<file path="src/rtl/sub_borrow_chain.sv">
// -----------------------------------------------------------------------------
// sub_borrow_chain
//
// Sequential multi-precision subtractor. Operands arrive as WIDTH-bit limbs,
// least significant first, over a valid/ready handshake. Each accepted limb
// produces one result limb A - B - borrow. The borrow is chained from one
// accepted limb to the next.
//
// Ports
//   clk        rising-edge clock
//   reset      asynchronous active-high reset, clears all state
//   in_valid   input limb present
//   in_ready   limb accepted this cycle (combinational: !out_valid || out_ready)
//   in_first   limb is the least significant of an operand
//   in_last    limb is the most significant of an operand
//   a, b       minuend / subtrahend limbs
//   bin        external borrow-in, used only when an operand starts
//   out_valid  result limb present
//   out_ready  consumer accepts the result limb
//   diff       result limb
//   out_last   result limb is the most significant
//   bout       borrow out of this limb (final borrow on out_last)
//   zero       all result limbs of the operand so far are zero
//   ovf        signed overflow, only on out_last
//   err        protocol violation seen on this beat
//   count      limb index within the operand, saturating
// -----------------------------------------------------------------------------
module sub_borrow_chain #(
    parameter int WIDTH = 32,
    parameter int CNT_W = 4
) (
    input  logic             clk,
    input  logic             reset,
    input  logic             in_valid,
    output logic             in_ready,
    input  logic             in_first,
    input  logic             in_last,
    input  logic [WIDTH-1:0] a,
    input  logic [WIDTH-1:0] b,
    input  logic             bin,
    output logic             out_valid,
    input  logic             out_ready,
    output logic [WIDTH-1:0] diff,
    output logic             out_last,
    output logic             bout,
    output logic             zero,
    output logic             ovf,
    output logic             err,
    output logic [CNT_W-1:0] count
);

    localparam logic [0:0] IDLE = 1'b0;
    localparam logic [0:0] BUSY = 1'b1;

    // Limb index increment that sticks at the all-ones value.
    function automatic logic [CNT_W-1:0] cnt_sat_inc(input logic [CNT_W-1:0] c);
        return (c == {CNT_W{1'b1}}) ? c : c + 1'b1;
    endfunction

    // Signed overflow of the whole operand, judged from its most significant limb.
    function automatic logic sub_ovf(input logic signed [WIDTH-1:0] x,
                                     input logic signed [WIDTH-1:0] y,
                                     input logic signed [WIDTH-1:0] d);
        return (x[WIDTH-1] != y[WIDTH-1]) && (d[WIDTH-1] != x[WIDTH-1]);
    endfunction

    logic [0:0]       state_q;
    logic             brw_q;

    logic             vld_p1;
    logic [WIDTH-1:0] diff_p1;
    logic             last_p1;
    logic             bout_p1;
    logic             zero_p1;
    logic             ovf_p1;
    logic             err_p1;
    logic [CNT_W-1:0] cnt_p1;

    logic             accept_p0;
    logic             first_p0;
    logic             brw_use_p0;
    logic [WIDTH:0]   sub_p0;
    logic [WIDTH-1:0] diff_p0;
    logic             bout_p0;
    logic             zero_p0;
    logic             ovf_p0;
    logic             err_p0;
    logic [CNT_W-1:0] cnt_p0;

    // ---- stage p0: combinational limb arithmetic on the accepted input ----
    // One-deep output register with pass-through: a draining result frees the slot.
    assign in_ready  = !vld_p1 || out_ready;
    assign accept_p0 = in_valid && in_ready;

    // A limb arriving with no operand open always starts a new operand.
    assign first_p0   = in_first || (state_q == IDLE);
    assign err_p0     = (in_first && (state_q == BUSY)) || (!in_first && (state_q == IDLE));
    assign brw_use_p0 = first_p0 ? bin : brw_q;

    assign sub_p0  = {1'b0, a} - {1'b0, b} - {{WIDTH{1'b0}}, brw_use_p0};
    assign diff_p0 = sub_p0[WIDTH-1:0];
    assign bout_p0 = sub_p0[WIDTH];

    // zero_p1/cnt_p1 always hold the previous accepted limb of the operand.
    assign zero_p0 = (diff_p0 == '0) && (first_p0 || zero_p1);
    assign cnt_p0  = first_p0 ? '0 : cnt_sat_inc(cnt_p1);
    assign ovf_p0  = in_last && sub_ovf(a, b, diff_p0);

    // ---- stage p1: output register and chaining state ----
    always_ff @(posedge clk or posedge reset) begin
        if (reset) begin
            state_q <= IDLE;
            brw_q   <= 1'b0;
            vld_p1  <= 1'b0;
            diff_p1 <= '0;
            last_p1 <= 1'b0;
            bout_p1 <= 1'b0;
            zero_p1 <= 1'b0;
            ovf_p1  <= 1'b0;
            err_p1  <= 1'b0;
            cnt_p1  <= '0;
        end else if (accept_p0) begin
            state_q <= in_last ? IDLE : BUSY;
            brw_q   <= bout_p0;
            vld_p1  <= 1'b1;
            diff_p1 <= diff_p0;
            last_p1 <= in_last;
            bout_p1 <= bout_p0;
            zero_p1 <= zero_p0;
            ovf_p1  <= ovf_p0;
            err_p1  <= err_p0;
            cnt_p1  <= cnt_p0;
        end else if (out_ready) begin
            vld_p1  <= 1'b0;
        end
    end

    assign out_valid = vld_p1;
    assign diff      = diff_p1;
    assign out_last  = last_p1;
    assign bout      = bout_p1;
    assign zero      = zero_p1;
    assign ovf       = ovf_p1;
    assign err       = err_p1;
    assign count     = cnt_p1;

endmodule

</file>
<file path="config.mk">
export PLATFORM = sky130hd
export DESIGN_NAME = sub_borrow_chain
export DESIGN_NICKNAME = d
export VERILOG_FILES = /design/src/rtl/sub_borrow_chain.sv
export SDC_FILE = /design/constraint.sdc
export NUM_CORES = 1
export LEC_CHECK = 0
export ABC_AREA = 1
export CAP_MARGIN = 20
export CORE_MARGIN = 5
export CORE_UTILIZATION = 41
export DETAILED_ROUTE_END_ITERATION = 7
export GPL_TIMING_DRIVEN = 0
export PLACE_DENSITY = 0.67
export SYNTH_ARGS = -nofsm -noshare
export SYNTH_HDL_FRONTEND = slang
export SYNTH_SLANG_ARGS = --single-unit
</file>
<file path="constraint.sdc">
create_clock -name clk -period 3.4 [get_ports clk]
set_input_delay 0.68 -clock clk [delete_from_list [all_inputs] [get_ports clk]]
set_output_delay 0.68 -clock clk [all_outputs]
set_load 0.05 [all_outputs]
</file>
# Word level (Yosys, flattened, before mapping)
# Cells that the tools add are included.
# op_classes
n_addsub	3
n_eq_ne	4
muxes	6
n_bitwise	1
n_reduce_logical	15
# op_table
operator	n
subtractor 32 x 32 -> 33 bit	1
subtractor 33 x 1 -> 33 bit	1
logical NOT 32 bit	1
two-way mux 4 bit	2
logical AND 1 bit	6
adder 4 x 1 -> 4 bit, second input constant	1
equality test 4 bit, second input constant	1
logical OR 1 bit	4
two-way mux 1 bit	4
logical NOT 1 bit	2
inequality test 1 bit	2
inequality test 2 bit, second input constant	1
AND reduction 2 bit	1
nonzero test 2 bit	1
NOT 1 bit	1
# word_totals
regBits	43
inputBits	71
wordCells	38

# Logic depth before layout (Yosys ltp)
# logic_depth
depth_word	7
depth_mapped	24
ltp_nobuf	24

# Worst setup path after synthesis
# OpenSTA, ideal clock, no wires.
# synth_path
path_type	input to register
start	input port in_first
end	register zero_p1, in the netlist zero
setup_ns	0.078
arrival_ns	2.955
t_required_ns	3.322
setup_slack_ns	0.368
cell_stages	22
n_path_buf	0
cell_sequence	inv_1 > ha_1 > inv_1 > nand2_1 > nand2_1 > fa_1 > fa_1 > nand2_1 > nand2_1 > nand2_2 > nand2_1 > nand2_2 > nand2_1 > nand2_1 > nand2_1 > nand3_1 > nand2_1 > nor2_1 > nand2_1 > nor2_1 > nand3_1 > a21oi_1
# synth_between
elab_chain_cells	5
elab_cells_between_ends	6
# synth_lines
element	line_no	rtl
from (decl)	36	input logic in_first,
logical OR 1 bit *	96	assign first_p0 = in_first || (state_q == IDLE);
two-way mux 1 bit	98	assign brw_use_p0 = first_p0 ? bin : brw_q;
subtractor 33 x 1 -> 33 bit	100	assign sub_p0 = {1'b0, a} - {1'b0, b} - {{WIDTH{1'b0}}, brw_use_p0};
logical NOT 32 bit	105	assign zero_p0 = (diff_p0 == '0) && (first_p0 || zero_p1);
logical AND 1 bit *	105	
to (signal assigned)	129	zero_p1 <= zero_p0;
to (decl)	74	logic zero_p1;
# Mark *: on every way between the ends. The rest lies on a longest branch, timed or not.
# A chain may end at the register's enable or synchronous reset.

# Final worst setup path
# Same ends and word-level chain as after synthesis.

==> out/qor_table.md <==
| Metric | Value |
|:---|:---|
| F_max | 313 MHz |
| Number of warning messages in the yosys log | 0 |
| Cell count after synthesis | 819 |
| Count of unresolved DRC violations after routing | 0 |
| WL met3 | 495 microns |
| Via count of the first global-routing pass | 4873 |
| Router iterations before antenna repair | 4 |
| Slew Limit Headroom | 42.7% |
| Setup TNS after final layout | 0 ps |
| Setup slack after layout | 201 ps |
| Max-capacitance violation count | 0 |
| Power Density | 474 nW/um^2 |
| Core area | 11900 sq um |
| TritonCTS Sinks | 43 |
| Synth Register Bits | 43 |
| Vertical extent of the die | 120 microns |
| Pins Over Slew Limit | 0 |
| Overall routing resource usage | 18.0% |
| Residual overflow from global routing | 0 |
| Cell with the largest stage delay on the worst path | fa_2 |
| Met1 WL | 6230 microns |
| Average detailed-routed wire length per instance | 11.7 microns |
| Syn Std Cell Area | 4940 sq um |
| Area post-placement | 6260 sq um |
| Setup Viol. Count Final | 0 |
| Number of CTS-inserted buffers | 5 |
| Number of vias per cell | 4.66 |
| Clock tree root buffer cell | clkbuf_16 |
| Synthesized area divided by synthesized cell count | 6.03 sq um |
| Initial antenna violation count | 0 |
| Met2 routed WL | 5790 microns |
| Overall routed net length | 12800 microns |
| Leakage power summed over all cells | 3.71 nW |
| Cell types occupying the most area after synthesis | dfrtp_1, nand2_1, ha_1, inv_1, nor2_1 |
| Final std cell area, no fill | 6650 sq um |
| Highest metal used | met4 |
| Number of DRC violations after detailed-routing iteration 0 | 246 |
| Total Power | 0.00315 W |
| Worst-Margin Slew | 858 ps |
| CP dominant cell by count | inv_2 |
| Result of the run | completed |
| Delay of the slowest cell on the worst path | 530 ps |
| Kind of end point of the critical path | flip-flop |
| Portion of synthesized cell area occupied by the leading cell type | 21.8% |
| Post-route non-filler standard cell count | 1097 |
| Pre-CTS setup slack | -608 ps |
| CP Class | in2reg |
| Antenna diode count | 0 |
| Initial cell density of the core | 41.5% |
| Maximum buffer depth of the clock tree | 2 |
| First-pass GRT wire length | 21600 microns |
| Fraction of the yosys area taken by sequential cells | 21.8% |
| Number of nets still failing antenna checks after routing | 0 |
| Count leader, synth | nand2_1 |
| Floorplan row count | 40 |
| Number of vias in the routed layout | 5116 |
| CTS clock-pin slew for the worst setup and hold paths | 60 ps |
| Share of async-settable or async-resettable flops after synthesis | 100% |
| Type of the tightest min-delay check | reg2reg |
| Clk Latency, worst-skew pair | 290 ps |
| Worst IR drop on VDD | 0.209 mV |
| # port buffers | 113 |
| Die width | 120 microns |
| Ratio of cells with drive above 1 in the final layout | 8.00% |
| Fin Clk Skew | 8.84 ps |
| Share of the clock period used by the worst path | 94.1% |
| Post-layout nets | 1086 |
| Number of nets produced by synthesis | 956 |
| Number of synthesized flops with an enable pin | 0 |
| Relative area change from synthesis to final layout | 34.6% |
| Final Critical Period | 3200 ps |
| # H-tree levels | 2 |
| Kind of launch point of the worst setup path | input pin |
| Number of hold buffers added after cts | 0 |
| Arrival time at the worst endpoint | 3410 ps |
| Final-report hold violation count | 0 |
| Clock tree from TritonCTS | built |
| Crit Path Max Fanout | 3 |
| Synth area leader | dfrtp_1 |
| Worst reg-to-reg setup slack | 490 ps |
| Dominant synthesized flop cell | dfrtp_1 |
| Top cells by count, synth | nand2_1, inv_1, nor2_1 |
| Distinct cell type count after synthesis | 29 |
| GPL Wtd Cong | 0.885 |
| List of cells traversed by the critical path | dlygate4sd2_1 -> inv_2 -> ha_4 -> inv_2 -> nand2_2 -> nand2_4 -> fa_2 -> inv_1 -> ha_2 -> nor2_4 -> inv_2 -> nand2_1 -> nand3_2 -> xor2_1 -> nor2_1 -> nand3_1 -> nor2_2 -> nand2_1 -> nor2_1 -> nand3_1 -> a21oi_1 |
| Total instance count after detailed placement | 1079 |
| Pin count of the biggest net entering global routing | 44 |
| DP Wirelength | 11100 microns |
| Area of the die | 14300 sq um |
| Required time at the worst-slack endpoint | 3610 ps |
| Number of I/O pins | 114 |
==> cell families after synthesis <==
group                    synth area share, %
flip-flops                              21.8
XOR/XNOR                                2.13
AO/OA/AOI/OAI                           7.19
adder cells (fa/ha/maj)                 17.0
AND/OR/NAND/NOR                         35.3
buffers and inverters                   16.6
==> cells in the final DEF, fill, tap and decap left out <==
master             n
o22ai_1            1
o21ai_4            1
o21bai_1           2
ha_4               1
fa_2               2
nor2_4             1
inv_1            204
xnor2_2            1
nand2_2           19
nand3_1           30
nand3b_1           5
o21ai_0           22
nand2_4            2
a21oi_2            3
nor2_2             6
nor3_2             6
or2_2              2
and3_1             2
xor2_1             6
clkbuf_1           9
clkdlybuf4s50_1  112
ha_2               1
a31oi_1           15
clkbuf_16          5
xnor2_1            5
o31ai_1            1
nand4_1           10
ha_1              62
bufinv_16          2
nand2_1          253
nor3_1             5
dlygate4sd2_1      1
nor2_1            66
inv_2              6
buf_4             10
nand3_2            8
dfrtp_1           43
nor3b_1            1
a21oi_1           19
==> area by class of cell <==
| class | instances | area (sq um) |
|---|---|---|
| Buffer | 8 | 30.0 |
| Clock buffer | 6 | 129 |
| Clock inverter | 2 | 60.1 |
| Fill cell | 1221 | 5260 |
| Inverter | 210 | 788 |
| Multi-Input combinational cell | 558 | 3180 |
| Sequential cell | 43 | 1080 |
| Tap cell | 147 | 184 |
| Timing Repair Buffer | 123 | 1200 |
==> layer usage <==
metal	vias to the layer above	global-route usage [%]
met1	2243	23.7
met5	-	0
li1	2742	-
met3	25	1.79
met4	0	5.30
met2	106	31.2
==> power by group <==
group | switching, W | internal, W
registers | 0.0000743 | 0.000634
clock network | 0.000185 | 0.000421
logic | 0.00119 | 0.000649
total | 0.00145 | 0.00170
==> repair_timing <==
item                       CTS  global route
buffers inserted             7             3
gates resized for setup     25            15
setup endpoints to repair    4             4
pin swaps                   15             9
gates cloned                 0             0
==> worst max-delay path: cells and delay by family <==
family                     cells  cell delay [ps]
AOI/OAI and AO/OA              1              130
xor gates and xnor gates       1              190
adders and majority gates      3              860
buffers and inverters          5              460
and+or+nand+nor               11             1110
==> per-stage QoR <==
stage / utilization, % / hold WS, ps
floorplan: - / 485
global placement: 52.5 / 462
detailed placement: 52.5 / 471
CTS: 55.2 / 484
global route: 55.8 / 515
finish: 55.8 / 478
==> flip-flops by register name, indices dropped and copies added, names as in the netlist <==
| register | count |
|---|---|
| state_q | 1 |
| zero | 1 |
| diff | 32 |
| out_last | 1 |
| ovf | 1 |
| out_valid | 1 |
| bout | 1 |
| err | 1 |
| count | 4 |
==> final timing paths <==
path,to,cells after the start,start
setup / recovery,zero$_DFFE_PP0P_,21,in_first
hold / removal,diff[4]$_DFFE_PP0P_,2,diff[4]$_DFFE_PP0P_
setup reg to reg,zero$_DFFE_PP0P_,18,state_q$_DFFE_PP0P_
hold reg to reg,diff[4]$_DFFE_PP0P_,2,diff[4]$_DFFE_PP0P_
max in group asynchronous,diff[27]$_DFFE_PP0P_,2,reset
min in group asynchronous,diff[16]$_DFFE_PP0P_,2,reset
No activity file was read; power rests on OpenSTA's default activity.
